==> config.mk <==
export PLATFORM = sky130hd
export DESIGN_NAME = copro_reconfig_req
export DESIGN_NICKNAME = d
export VERILOG_FILES = /design/src/rtl/copro_reconfig_req.sv
export SDC_FILE = /design/constraint.sdc
export NUM_CORES = 1
export LEC_CHECK = 0
export CORE_MARGIN = 2
export CORE_UTILIZATION = 48
export DETAILED_ROUTE_END_ITERATION = 10
export PLACE_DENSITY = 0.71
export SYNTH_ARGS = -nofsm -noshare
export SYNTH_HDL_FRONTEND = slang
export SYNTH_SLANG_ARGS = --single-unit
==> constraint.sdc <==
create_clock -name fastclk -period 3.6 [get_ports fastclk]
set_clock_uncertainty 0.15 [all_clocks]
set_input_delay 0.72 -clock fastclk [delete_from_list [all_inputs] [get_ports fastclk]]
set_output_delay 0.72 -clock fastclk [all_outputs]
set_load 0.02 [all_outputs]
==> src/rtl/copro_reconfig_req.sv <==
// copro_reconfig_req: request front-end for the ICAP MultiBoot sequencer.
// Arbitrates a host selection write against a debounced button press,
// holds design_num/powerup stable, then issues a timed reconfigure pulse.
// Optional feature macro: COPRO_BUTTON_EN (button sync + debounce path).
// Ports:
//   fastclk      sole clock
//   rst_n        async active-low reset
//   wr_en        host write strobe
//   wr_data      [7]=commit, [4:0]=design number
//   btn_n        raw active-low button (async)
//   initialized  sequencer idle/ready
//   design_num   selected design (reset 5'b01110)
//   powerup      1 = switch-driven boot (button request)
//   reconfigure  request pulse to the sequencer
//   busy         FSM not in IDLE
//   err          sticky timeout flag, cleared by next host commit
module copro_reconfig_req #(
    parameter int unsigned DEBOUNCE_CYCLES = 65535,
    parameter int unsigned SETUP_CYCLES    = 4,
    parameter int unsigned PULSE_CYCLES    = 4,
    parameter int unsigned TIMEOUT_CYCLES  = 1024
) (
    input  logic       fastclk,
    input  logic       rst_n,
    input  logic       wr_en,
    input  logic [7:0] wr_data,
    input  logic       btn_n,
    input  logic       initialized,
    output logic [4:0] design_num,
    output logic       powerup,
    output logic       reconfigure,
    output logic       busy,
    output logic       err
);

    typedef enum logic [2:0] {
        IDLE,
        WAIT_INIT,
        ARM,
        PULSE,
        DONE
    } state_t;

    localparam logic [4:0]  DN_RST    = 5'b01110;
    localparam logic [15:0] SETUP_LST = 16'(SETUP_CYCLES - 1);
    localparam logic [15:0] PULSE_LST = 16'(PULSE_CYCLES - 1);
    localparam logic [15:0] TO_LST    = 16'(TIMEOUT_CYCLES - 1);

    state_t      state, state_nx;
    logic [15:0] cnt, cnt_nx;
    logic [4:0]  pend;
    logic        idle;
    logic        host_req;
    logic        btn_req;
    logic        btn_fall;
    logic        timeout;

    assign idle     = (state == IDLE);
    assign busy     = !idle;
    assign host_req = idle && wr_en && wr_data[7];
    // Host commit wins a same-cycle tie; the button event is lost.
    assign btn_req  = idle && btn_fall && !host_req;
    assign timeout  = (state == DONE) && initialized && (cnt == TO_LST);

`ifdef COPRO_BUTTON_EN
    localparam logic [15:0] DB_LST = 16'(DEBOUNCE_CYCLES - 1);

    logic        btn_s1, btn_s2, btn_s3;
    logic        btn_db;
    logic [15:0] db_cnt;

    always_ff @(posedge fastclk or negedge rst_n) begin
        if (!rst_n) begin
            btn_s1 <= 1'b1;
            btn_s2 <= 1'b1;
            btn_s3 <= 1'b1;
            btn_db <= 1'b1;
            db_cnt <= '0;
        end else begin
            btn_s1 <= btn_n;
            btn_s2 <= btn_s1;
            btn_s3 <= btn_s2;
            // Any change of the synchronised level restarts the window;
            // the counter then saturates at its terminal value.
            if (btn_s2 != btn_s3) begin
                db_cnt <= '0;
            end else if (db_cnt != DB_LST) begin
                db_cnt <= db_cnt + 16'd1;
            end
            if (db_cnt == DB_LST) begin
                btn_db <= btn_s3;
            end
        end
    end

    assign btn_fall = (db_cnt == DB_LST) && btn_db && !btn_s3;
`else
    logic unused_btn;
    assign unused_btn = btn_n;
    assign btn_fall   = 1'b0;
`endif

    always_comb begin
        state_nx = state;
        cnt_nx   = cnt;
        unique case (state)
            IDLE: begin
                if (host_req || btn_req) begin
                    state_nx = WAIT_INIT;
                end
            end
            WAIT_INIT: begin
                if (initialized) begin
                    state_nx = ARM;
                    cnt_nx   = '0;
                end
            end
            ARM: begin
                if (cnt == SETUP_LST) begin
                    state_nx = PULSE;
                    cnt_nx   = '0;
                end else begin
                    cnt_nx = cnt + 16'd1;
                end
            end
            PULSE: begin
                if (cnt == PULSE_LST) begin
                    state_nx = DONE;
                    cnt_nx   = '0;
                end else begin
                    cnt_nx = cnt + 16'd1;
                end
            end
            DONE: begin
                if (!initialized || timeout) begin
                    state_nx = IDLE;
                end else begin
                    cnt_nx = cnt + 16'd1;
                end
            end
            default: begin
                state_nx = IDLE;
                cnt_nx   = '0;
            end
        endcase
    end

    always_ff @(posedge fastclk or negedge rst_n) begin
        if (!rst_n) begin
            state       <= IDLE;
            cnt         <= '0;
            pend        <= DN_RST;
            design_num  <= DN_RST;
            powerup     <= 1'b0;
            reconfigure <= 1'b0;
            err         <= 1'b0;
        end else begin
            state <= state_nx;
            cnt   <= cnt_nx;
            if (idle && wr_en) begin
                pend <= wr_data[4:0];
            end
            if (host_req) begin
                design_num <= wr_data[4:0];
                powerup    <= 1'b0;
            end else if (btn_req) begin
                design_num <= pend;
                powerup    <= 1'b1;
            end
            // Registered so the sequencer never sees a decode glitch.
            reconfigure <= (state == PULSE);
            if (timeout) begin
                err <= 1'b1;
            end else if (host_req) begin
                err <= 1'b0;
            end
        end
    end

endmodule

Yosys cells after proc, flatten, opt, wreduce, memory -nomap -nowiden
Cells that the tools add are included.
{"block": "totals", "register_bits": 26, "wordCells": 43}
{"block": "op_classes", "reduce_logical": 12, "add_sub_neg": 1, "bitwise": 1, "muxes": 12, "eq_ne": 12}
{"op": "$pmux 16 s4", "count": 1}
{"op": "$mux 16", "count": 3}
{"op": "$add 16x1->16 const B", "count": 1}
{"op": "$eq 16x10->1 const B", "count": 1}
{"op": "$eq 16x2->1 const B", "count": 1}
{"op": "$mux 3", "count": 5}
{"op": "$pmux 3 s5", "count": 1}
{"op": "$ne 2x2->1 const B", "count": 4}
{"op": "$eq 3x2->1 const B", "count": 2}
{"op": "$reduce_and 5->1", "count": 1}
{"op": "$logic_and 1x1->1", "count": 4}
{"op": "$ne 2x1->1 const B", "count": 2}
{"op": "$eq 3x1->1 const B", "count": 1}
{"op": "$eq 3x3->1 const B", "count": 1}
{"op": "$logic_not 3->1", "count": 1}
{"op": "$reduce_and 3->1", "count": 1}
{"op": "$logic_not 1->1", "count": 2}
{"op": "$mux 1", "count": 2}
{"op": "$reduce_bool 2->1", "count": 1}
{"op": "$reduce_or 2->1", "count": 1}
{"op": "$logic_or 1x1->1", "count": 1}
{"op": "$not 1->1", "count": 1}

Logic depth before layout (Yosys ltp)
{"block": "depth", "ltp_word": 6, "mapped_depth": 8, "ltp_nobuf": 6}

Worst setup path before layout
No wires, ideal clock.
{"block": "synth_timing", "path_type": "register -> register", "from": "register cnt[0]", "to": "register cnt[5]", "stages_incl_launch_ff": 9, "required_ps": 3321, "setup_slack_ps": 1689, "setup_ps": 129, "t_arrival_ps": 1631, "path_cell_list": "dfrtp_1 ha_1 and3_1 buf_2 a41o_4 nand2_4 buf_6 a21boi_0 o22ai_1"}
{"block": "synth_via", "elab_chain_cells": 5}
{"item": "start, declared", "line": "50", "source": "logic [15:0] cnt, cnt_nx;"}
{"item": "start signal, assigned", "line": "159", "source": "cnt <= cnt_nx;"}
{"item": "branches (longest 5 deep; another with $add 16x1->16)"}
Parallel ways; which one is timed is not known. The select of a mux whose other input is x is not followed.
A chain may end at the register's enable or synchronous reset.

Worst setup path after layout
{"block": "layout_timing", "from": "register state[2]", "to": "output busy"}
{"block": "layout_via", "elab_chain_cells": 2}
{"item": "start, declared", "line": "49", "source": "state_t state, state_nx;"}
{"item": "start signal, assigned", "line": "158", "source": "state <= state_nx;"}
{"item": "$logic_not 3->1", "line": "58", "source": "assign idle = (state == IDLE);"}
{"item": "$logic_not 1->1", "line": "59", "source": "assign busy = !idle;"}
{"item": "end, declared", "line": "32", "source": "output logic busy,"}
No other way between the ends.

==> results.py <==
metrics = {
    "detailed_routing": {
        "drt_first_pass_iters": 4,
        "first_iter_violations": 47,
        "detail_route.wl_per_cell_um": 13.7,
        "dr_total_vias": 1231,
        "route.detailed.drc": 0,
        "ant_nets": 0,
        "routed_wl_um": 2890,
        "via_per_inst": 5.83,
    },
    "critical_path": {
        "crit_slowest_cell": "clkdlybuf4s50_1",
        "cp.arrival_ps": 1780,
        "crit_fanout": 11,
        "cp-start-kind": "flop",
        "slowest_delay_ps": 540,
        "worstPathCellList": "or3_1 > clkdlybuf4s50_1",
        "r2r_slack_ps": 1360,
        "end_kind": "output pin",
        "cp.required_ps": 2730,
        "critical_path_class": "flop to output pin",
    },
    "pwr": {
        "switching_share": 0.375,
        "p_leak_uw": 0.000709,
        "power.density_nw_per_um2": 640,
        "power_frac_comb": 0.405,
        "p_switching_uw": 412,
        "internal-power_uw": 687,
        "peakVddDrop_uv": 228,
        "power_frac_clock": 0.184,
        "seqPwrFrac": 0.411,
    },
    "worst_hold_path": {
        "hp-class": "flop to flop",
    },
    "final_layout": {
        "syn_to_final_growth_pct": 13.0,
        "layout-drive-gt1-share": 0.126,
        "layout_common_cells": "dfrtp_1 (23), a31oi_1 (19), clkdlybuf4s50_1 (17)",
        "fin_util": 0.567,
        "num-fill-cells": 274,
        "fin_cells": 211,
        "layout_commonest_cell": "dfrtp_1",
        "diodes": 0,
        "finalNetCount": 182,
    },
    "cts": {
        "hold_buffers": 0,
        "cts_max_level": 1,
        "insertion_delay_ps": 320,
        "cts.sinks": 26,
        "tritoncts": "built",
        "cts_resized": 0,
        "clock_path_buffers": 2,
        "numCtsBuffers": 3,
        "clkSlewWorstSetupHoldPaths_ps": 150,
        "cts_root_buf": "clkbuf_4",
        "cts_setup_buffers": 0,
    },
    "timing": {
        "finalSetupViolations": 0,
        "drv_slew": 0,
        "relSlewSlack": 0.569,
        "hold_violations": 0,
        "max_freq_ghz": 0.378,
        "tightest_slew_ps": 645,
        "fin_crit_sh": 0.736,
        "rsz0062_at_grt": "false",
        "tns_ps": 0,
        "finalCriticalPeriod_ps": 2650,
    },
    "floorplan": {
        "placementRows": 20,
        "io_pins": 22,
        "die_area_um2": 3630,
        "core-area_um2": 3030,
        "die_x_um": 60.2,
        "initial_core_util": 0.501,
        "fp.dieH_um": 60.2,
    },
    "synthesis": {
        "postSynthCellCount": 157,
        "synth-seq-cells": 26,
        "syn-num-nets": 171,
        "ys_top_cells_by_area": "dfrtp_1 (38%), a31oi_1 (7.8%), dfstp_2 (5.2%)",
        "avgSynthCellArea_um2": 9.67,
        "synth_cell_types": 42,
        "synth_compound_area_frac": 0.194,
        "yosysWarnings": 0,
        "synth_fa_ha_area_frac": 0.00824,
        "muxShareOfSynthArea": 0.0437,
        "yosysTopAreaCellShare": 0.379,
        "synth_top_family_by_area": "simple AND/OR/NAND/NOR gates",
        "seq_area_frac_synth": 0.431,
        "netlist_area_um2": 1520,
        "synth_area_leader_cell": "dfrtp_1",
        "yosys.area_share.simple": 0.248,
        "synth-xor-area-share": 0,
    },
    "grt": {
        "grt_overflow": 0,
        "grt_first_pass_wirelength_um": 4790,
        "antenna_found_initial": 0,
        "grt_pass1_vias": 1120,
        "grt_util_all_layers": 0.173,
        "grt_max_degree": 33,
    },
    "placement": {
        "gp_congestion": 0.815,
        "dp_hpwl_um": 2020,
        "port_buffers": 17,
        "place_inst": 207,
    },
    "outcome": {
        "status": "complete, no violations",
    },
    "flow_run": {
        "drv_cap": 0,
    },
}
-- cell families after synthesis --
group / after synthesis
other: 1
AOI/OAI and AO/OA: 42
adders and majority gates: 1
DFF: 26
and+or+nand+nor: 63
buffers and inverters: 18
muxes: 6
-- layout make-up --
cell class,instances,area [um2],share of cell area
clock inverters,1,30.0,0.0175
well taps,44,55.1,0.0321
multi-input cells,113,753,0.439
clock buffers,3,22.5,0.0131
repair buffers,18,178,0.104
inverters,6,22.5,0.0131
flip-flops and latches,26,654,0.381
-- power by group through the flow --
stage / logic, uW / clock network (uW) / registers, uW
CTS: 448 / 205 / 451
floorplan: 330 / 0 / 469
global placement: 431 / 0 / 453
finish: 444 / 202 / 452
global route: 493 / 220 / 466
detailed placement: 447 / 0 / 458
-- per-stage QoR --
stage	hold slack, ps	setup slack (ps)	power (uW)	instance area (um2)
detailed placement	345	970	905	1660
finish	373	952	1100	1720
CTS	377	952	1100	1720
global route	393	855	1180	1720
global placement	338	1010	884	1660
floorplan	274	1690	799	1520
-- state kept, by name, indices dropped and copies added (netlist names) --
name         flops
err              1
design_num       5
reconfigure      1
state            3
cnt             16
-- routing by layer --
| layer | wire length [um] | vias to the layer above | track usage |
|---|---|---|---|
| met5 | 0 | - | 0 |
| met4 | 30 | 0 | 0.0476 |
| met3 | 137 | 4 | 0.0260 |
| met2 | 1390 | 32 | 0.315 |
| met1 | 1330 | 588 | 0.210 |
| li1 | - | 607 | - |
-- Yosys cell counts (all sizes together) --
library cell  number
nor4b              2
nand2b             3
o21ai              3
nor2               6
mux2i              1
nor4               2
o31ai              1
and4bb             1
nand2             15
a21boi             6
o41ai              1
and2               1
ha                 1
nand3             15
clkbuf             2
nor3               4
a311oi             1
inv                6
nand4              3
or3                2
dfstp              3
and4               4
a31oi             19
nor2b              1
buf               10
mux2               5
dfrtp             23
conb               1
a41o               1
o211ai             1
and3               4
a21oi              5
o22ai              4
-- final timing paths --
path                                     from             to  depth (start not counted)
worst max-delay path                 state[2]           busy                          2
worst max register to register         cnt[0]         cnt[6]                          6
min in group asynchronous               rst_n       state[1]                          2
max in group asynchronous               rst_n  design_num[1]                          2
worst min register to register  design_num[0]  design_num[0]                          1
worst min-delay path            design_num[0]  design_num[0]                          1
-- worst max-delay path, delay by kind of cell, from the launching register on --
family                 cells  cell delay (ps)
buffers and inverters      1              540
and+or+nand+nor            1              400
DFF                        1              520
Note: power is estimated with default switching activity, not from simulation.
